File: src/rtl/pipe_stall_ctrl.sv
// Hazard consumer for the 5-stage miniRV pipeline: stall/flush/redirect steering,
// a one-bubble load-use FSM and a memory-wait watchdog. Optional counters: PIPE_STALL_PERF_EN.
module pipe_stall_ctrl #(
    parameter int MEM_TIMEOUT = 255,
    parameter int TO_W        = 8,
    parameter int CNT_W       = 32
) (
    input  logic             clk,
    input  logic             rst,
    input  logic             load_use_flag,
    input  logic             ex_br_taken,
    input  logic             mem_busy,
`ifdef PIPE_STALL_PERF_EN
    input  logic             perf_clr,
    output logic [CNT_W-1:0] cnt_cycles,
    output logic [CNT_W-1:0] cnt_lu_bubbles,
    output logic [CNT_W-1:0] cnt_br_flushes,
    output logic [CNT_W-1:0] cnt_mem_wait,
`endif
    output logic             pc_stall,
    output logic             pc_redirect,
    output logic             if_id_stall,
    output logic             if_id_flush,
    output logic             id_ex_stall,
    output logic             id_ex_flush,
    output logic             ex_mem_stall,
    output logic             mem_wb_flush,
    output logic [1:0]       ctrl_state,
    output logic             mem_timeout
);

    typedef enum logic [1:0] {
        ST_RUN      = 2'd0,
        ST_LU_STALL = 2'd1,
        ST_MEM_WAIT = 2'd2
    } state_e;

    localparam logic [TO_W-1:0] TO_LIM = TO_W'(MEM_TIMEOUT);

    state_e          state_q, state_d;
    logic            lu_mask_q, lu_mask_d;
    logic [TO_W-1:0] wd_q, wd_d;
    logic            mem_timeout_q, mem_timeout_d;

    logic p1_busy, p2_branch, p3_bubble, run_en;

    assign p1_busy   = mem_busy;
    assign p2_branch = !mem_busy && ex_br_taken;
    assign p3_bubble = !mem_busy && !ex_br_taken && load_use_flag && !lu_mask_q;
    assign run_en    = !rst;

    // Controls are combinational so they act in the cycle the hazard is seen; rst forces them low.
    assign pc_stall     = run_en && (p1_busy || p3_bubble);
    assign if_id_stall  = run_en && (p1_busy || p3_bubble);
    assign pc_redirect  = run_en && p2_branch;
    assign if_id_flush  = run_en && p2_branch;
    assign id_ex_stall  = run_en && p1_busy;
    assign id_ex_flush  = run_en && (p2_branch || p3_bubble);
    assign ex_mem_stall = run_en && p1_busy;
    assign mem_wb_flush = run_en && p1_busy;

    assign ctrl_state  = state_q;
    assign mem_timeout = mem_timeout_q;

    always_comb begin
        state_d   = ST_RUN;
        lu_mask_d = 1'b0;
        if (p1_busy) begin
            state_d   = ST_MEM_WAIT;
            lu_mask_d = lu_mask_q;
        end else if (p3_bubble) begin
            state_d   = ST_LU_STALL;
            lu_mask_d = 1'b1;
        end
    end

    always_comb begin
        wd_d          = '0;
        mem_timeout_d = mem_timeout_q;
        if (mem_busy) begin
            wd_d = (wd_q == {TO_W{1'b1}}) ? wd_q : wd_q + 1'b1;
            if (wd_d >= TO_LIM) begin
                mem_timeout_d = 1'b1;
            end
        end
    end

    always_ff @(posedge clk or posedge rst) begin
        if (rst) begin
            state_q       <= ST_RUN;
            lu_mask_q     <= 1'b0;
            wd_q          <= '0;
            mem_timeout_q <= 1'b0;
        end else begin
            state_q       <= state_d;
            lu_mask_q     <= lu_mask_d;
            wd_q          <= wd_d;
            mem_timeout_q <= mem_timeout_d;
        end
    end

`ifdef PIPE_STALL_PERF_EN
    localparam logic [CNT_W-1:0] CNT_MAX = {CNT_W{1'b1}};

    logic [CNT_W-1:0] cyc_q, lu_q, br_q, mw_q;

    assign cnt_cycles     = cyc_q;
    assign cnt_lu_bubbles = lu_q;
    assign cnt_br_flushes = br_q;
    assign cnt_mem_wait   = mw_q;

    always_ff @(posedge clk or posedge rst) begin
        if (rst) begin
            cyc_q <= '0;
            lu_q  <= '0;
            br_q  <= '0;
            mw_q  <= '0;
        end else if (perf_clr) begin
            cyc_q <= '0;
            lu_q  <= '0;
            br_q  <= '0;
            mw_q  <= '0;
        end else begin
            if (cyc_q != CNT_MAX)              cyc_q <= cyc_q + 1'b1;
            if (p3_bubble && lu_q != CNT_MAX)  lu_q  <= lu_q + 1'b1;
            if (p2_branch && br_q != CNT_MAX)  br_q  <= br_q + 1'b1;
            if (p1_busy && mw_q != CNT_MAX)    mw_q  <= mw_q + 1'b1;
        end
    end
`endif

endmodule

File: config.mk
export PLATFORM = sky130hd
export DESIGN_NAME = pipe_stall_ctrl
export DESIGN_NICKNAME = d
export VERILOG_FILES = /design/src/rtl/pipe_stall_ctrl.sv
export SDC_FILE = /design/constraint.sdc
export NUM_CORES = 1
export LEC_CHECK = 0
export BUFFER_PORTS_ARGS = -buffer_cell sky130_fd_sc_hd__buf_2
export CAP_MARGIN = 25
export CORE_AREA = 5 5 46 48
export CTS_BUF_LIST = sky130_fd_sc_hd__clkbuf_8
export DETAILED_ROUTE_END_ITERATION = 16
export DIE_AREA = 0 0 51 53
export PLACE_DENSITY = 0.84
export SYNTH_ARGS = -nofsm -noshare
export SYNTH_HDL_FRONTEND = slang
export SYNTH_SLANG_ARGS = --single-unit
File: constraint.sdc
create_clock -name clk -period 1.5 [get_ports clk]
set_input_delay 0.15 -clock clk [delete_from_list [all_inputs] [get_ports clk]]
set_output_delay 0.15 -clock clk [all_outputs]
set_load 0.01 [all_outputs]
[Yosys cells after proc, flatten, opt, wreduce, memory -nomap -nowiden]
Index checks and enable logic that the tools add are counted.
Word-level totals
  bits in registers: 12
  bits of input ports: 5
  output and inout port bits: 11
  logic and storage cells: 27
Operators by class
  $add $sub $neg: 1
  magnitude comparators: 1
  equal/unequal tests: 1
  muxes and demuxes: 5
  reduce and logical (&&, ||, !) cells: 15
Operators by type and width (number)
  8-bit two-way mux: 2
  8-bit by 1-bit adder with 8-bit output (second input constant): 1
  8-bit equality test (second input constant): 1
  8-bit greater-or-equal comparator (second input constant): 1
  1-bit logical AND: 8
  1-bit logical NOT: 4
  1-bit logical OR: 2
  1-bit two-way mux: 2
  2-bit two-way mux: 1
  2-bit AND reduction: 1

[Longest topological paths before layout]
  word-level depth: 6
  mapped depth: 6
  gate-level depth less buffers: 5

[Least setup slack after synthesis]
No wires, ideal clock.
  path type: reg-to-output
  start: register lu_mask_q
  end: output pc_stall
  arrival time: 1.456 ns
  data required time: 1.350 ns
  slack: -0.106 ns
  stages on the path, launching flop included: 4
  buffers on the path: 1
  path through: dfrtp_1 or4b_2 a21oi_1 buf_4
Between the ends
  longest elaborated chain between the ends: 4
Ends and longest elaborated chain
  start: declaration: line 41  | logic lu_mask_q, lu_mask_d;
  start signal: assignment: line 96  | lu_mask_q <= lu_mask_d;
  1-bit logical NOT: line 49  | assign p3_bubble = !mem_busy && !ex_br_taken && load_use_flag && !lu_mask_q;
  1-bit logical AND: line 49
  1-bit logical OR
  1-bit logical AND
  end: declaration: line 20  | output logic pc_stall,
No other way between the ends.

[Worst setup path in the final report]
  start: register lu_mask_q
  end: output id_ex_flush
Between the ends
  longest elaborated chain between the ends: 4
Ends and longest elaborated chain
  1-bit logical NOT: line 49
  1-bit logical AND: line 49
  1-bit logical OR: line 58  | assign id_ex_flush = run_en && (p2_branch || p3_bubble);
  1-bit logical AND: line 58
  end: declaration: line 25  | output logic id_ex_flush,
No other way between the ends.

==> impl_metrics.csv <==
group,metric,value,unit
outcome,status,"finished, violations left",
outcome,violations,"setup timing",
sta,setup_ws,-0.136,ns
sta,tightestPinTransition,0.575,ns
synth,syn-num-nets,89,
pwr,swShare,24.8,%
clock_tree,cts_buffer_depth,2,
global_route,grt_usage,17.7,%
route,vias,791,
cells_and_area,antenna_cells,0,
sta,setup_viol,3,
worst_hold_path,hold_path_class,"input port to flop",
floorplanning,initial_core_util,46.1,%
critical_path,path_class,"flop to primary output",
route,firstDrtPassIters,4,
clock_tree,cts-root-buf,"clkbuf_8",
sta,rsz0062_at_grt,"yes",
critical_path,cpPeakStageDelay,0.51,ns
clock_tree,cts.sinks,12,
floorplanning,fp.dieW,51,um
clock_tree,clock_latency,0.25,ns
pwr,combinationalPowerShare,15.7,%
route,antenna_left,0,
critical_path,crit_buf_inv,2,
synth,synth_seq_cells,12,
sta,setup_tns,-0.271,ns
placement,gp_congestion,0.892,
synth,synth_area_leaders,"dfrtp_1 (39%), buf_6 (5.9%), buf_4 (4.9%)",
critical_path,cpLargestDelayFamily,"simple AND/OR/NAND/NOR gates",
synth,syn_avg_cell_area,9.27,um^2
clock_tree,h-tree-depth,1,
synth,synth_top_area_share,39.0,%
floorplanning,die_y,53,um
route,drc_errors,0,
pwr,switchingPower,0.210,mW
synth,synthArstFlopShare,100,%
floorplanning,boundaryPins,16,
floorplanning,core-area,0.00167,mm^2
pwr,powerDensity,826,mW/mm^2
pwr,power,0.846,mW
sta,max_freq,611,MHz
cells_and_area,final_nets,120,
pwr,clockPowerShare,43.4,%
placement,preCtsSetupSlack,-0.0644,ns
clock_tree,clkSlewWorstSetupHoldPaths,0.06,ns
cells_and_area,area_growth,33.2,%
sta,slew_violations,0,
route,drtIter0Drc,39,
critical_path,cp_cell_sequence,"or4b_4, inv_2, a21o_1, buf_2",
critical_path,crit_path_end_kind,"primary output",
route,vias_per_cell,6.08,
global_route,grt_max_degree,13,
sta,finalHoldViolCount,0,
synth,synthCells,83,
pwr,vdd_ir_drop_max,0.502,mV
route,wl_per_cell,17.1,um
synth,seq_area_frac_synth,39.0,%
synth,synth_top_cell_by_area,"dfrtp_1",
sta,finClkSkew,0.00593,ns
synth,synth_most_common_cell,"dfrtp_1",
synth,netlist-cell-type-count,36,
sta,final.min_clock_period,1.64,ns
synth,synth_edf_count,0,
placement,place_hpwl,1530,um
pwr,seqPwrFrac,40.9,%
pwr,internal_power,0.636,mW
clock_tree,cts_tree,"built",
floorplanning,dieArea,0.00270,mm^2
pwr,p_leak,0.521,nW
global_route,grt_pass1_vias,794,
synth,netlist_area,769,um^2
critical_path,startpoint_type,"flop",
placement,place_inst,122,
clock_tree,cts_buffers,3,
floorplanning,rows,15,
route,wl,2220,um
sta,relSlewSlack,61.5,%
global_route,antenna_found_initial,0,
sta,hold_slack,0.175,ns
critical_path,slowest_stage,"or4b_4",
cells_and_area,nFillCells,130,
critical_path,crit_arrival,1.49,ns
critical_path,crit_path_max_fanout,3,
synth,yosys_warnings,0,
global_route,gr-total-overflow,0,
synth,ys.flop_type,"dfrtp_1",
cells_and_area,drive_gt1_share,45.1,%
flow_run,drv_cap,0,
placement,io_buffer_count,15,
synth,synth_common_cells,"dfrtp_1 (12), nand2_1 (9), buf_4 (5), inv_1 (5)",
critical_path,required,1.35,ns
global_route,grt_pass1_wl,3570,um
sta,post-route-period-util,109,%
cells_and_area,fin_cells,130,
cells in the final DEF, fill, tap and decap left out, drive strengths merged, types with 4 or more instances in the layout:
cell,n
a31oi,4
clkbuf,4
nand2,9
a21oi,4
inv,5
buf,34
o21ai,5
dfrtp,12
power groups by stage:
stage / clock (mW) / combinational, mW / sequential [mW]
after floorplan: 0 / 0.0643 / 0.349
after global placement: 0 / 0.104 / 0.348
after detailed placement: 0 / 0.110 / 0.348
after CTS: 0.365 / 0.125 / 0.345
after global routing: 0.383 / 0.146 / 0.347
final: 0.367 / 0.133 / 0.347
through the flow:
stage / util (%) / cell area, um^2
global placement: 54.3 / 907
CTS: 60.5 / 1010
finish: 61.3 / 1020
detailed placement: 54.3 / 907
floorplan: - / 773
global route: 61.3 / 1020
cells by family (layout without fill, tap and decap cells):
family | Yosys count | in the layout | share of synthesized area, %
AND/OR/NAND/NOR | 32 | 32 | 24.6
adder cells (fa/ha/maj) | 1 | 1 | 1.63
buffers and inverters | 15 | 45 | 13.7
XOR/XNOR | 1 | 1 | 1.14
multiplexers | 1 | 1 | 1.30
AO/OA/AOI/OAI | 21 | 21 | 18.7
flip-flops | 12 | 12 | 39.0
what timing repair did:
item                                    4_1_cts  5_1_grt
buffers inserted                              3        0
pin swaps                                     2        1
hold buffers                                  1        0
gates resized for setup                       4        4
endpoints found under the setup margin        4        4
endpoints found under the hold margin        12        0
flip-flops by register name, summed over array words and instances (netlist names):
name	flops
ctrl_state	2
lu_mask_q	1
mem_timeout	1
wd_q	8
path summary, 6_finish.rpt:
path                            cells after the start      start  slack, ns            end
worst max register to register                      4    wd_q[0]       0.01    mem_timeout
worst min-delay path                                2   mem_busy       0.17  ctrl_state[1]
min in group asynchronous                           4        rst       0.66  ctrl_state[0]
worst min register to register                      2  lu_mask_q       0.57      lu_mask_q
worst max-delay path                                4  lu_mask_q      -0.14    id_ex_flush
max in group asynchronous                           4        rst       0.44        wd_q[0]
area by class of cell:
class	count	area [um^2]	share of cell area (%)
multi-input combinational	56	395	38.6
clock buffer	4	55.1	5.37
inverter	6	22.5	2.20
sequential	12	303	29.5
tap	17	21.3	2.08
timing repair buffer	35	228	22.2
per-layer routing:
layer  global-route usage [%]  up-vias  wire length, um
met5                        0        -                0
met4                     10.3        0               77
met3                     3.66       12               95
met2                     33.7       32             1240
met1                     17.4      387              805
li1                         -      360                -
worst reg2reg max path: cells and delay by family (launching register included):
| kind | cells | cell delay [ns] |
|---|---|---|
| compound gates | 2 | 0.53 |
| simple gates | 2 | 0.46 |
| flops | 1 | 0.44 |
(Power assumes the default switching activity.)
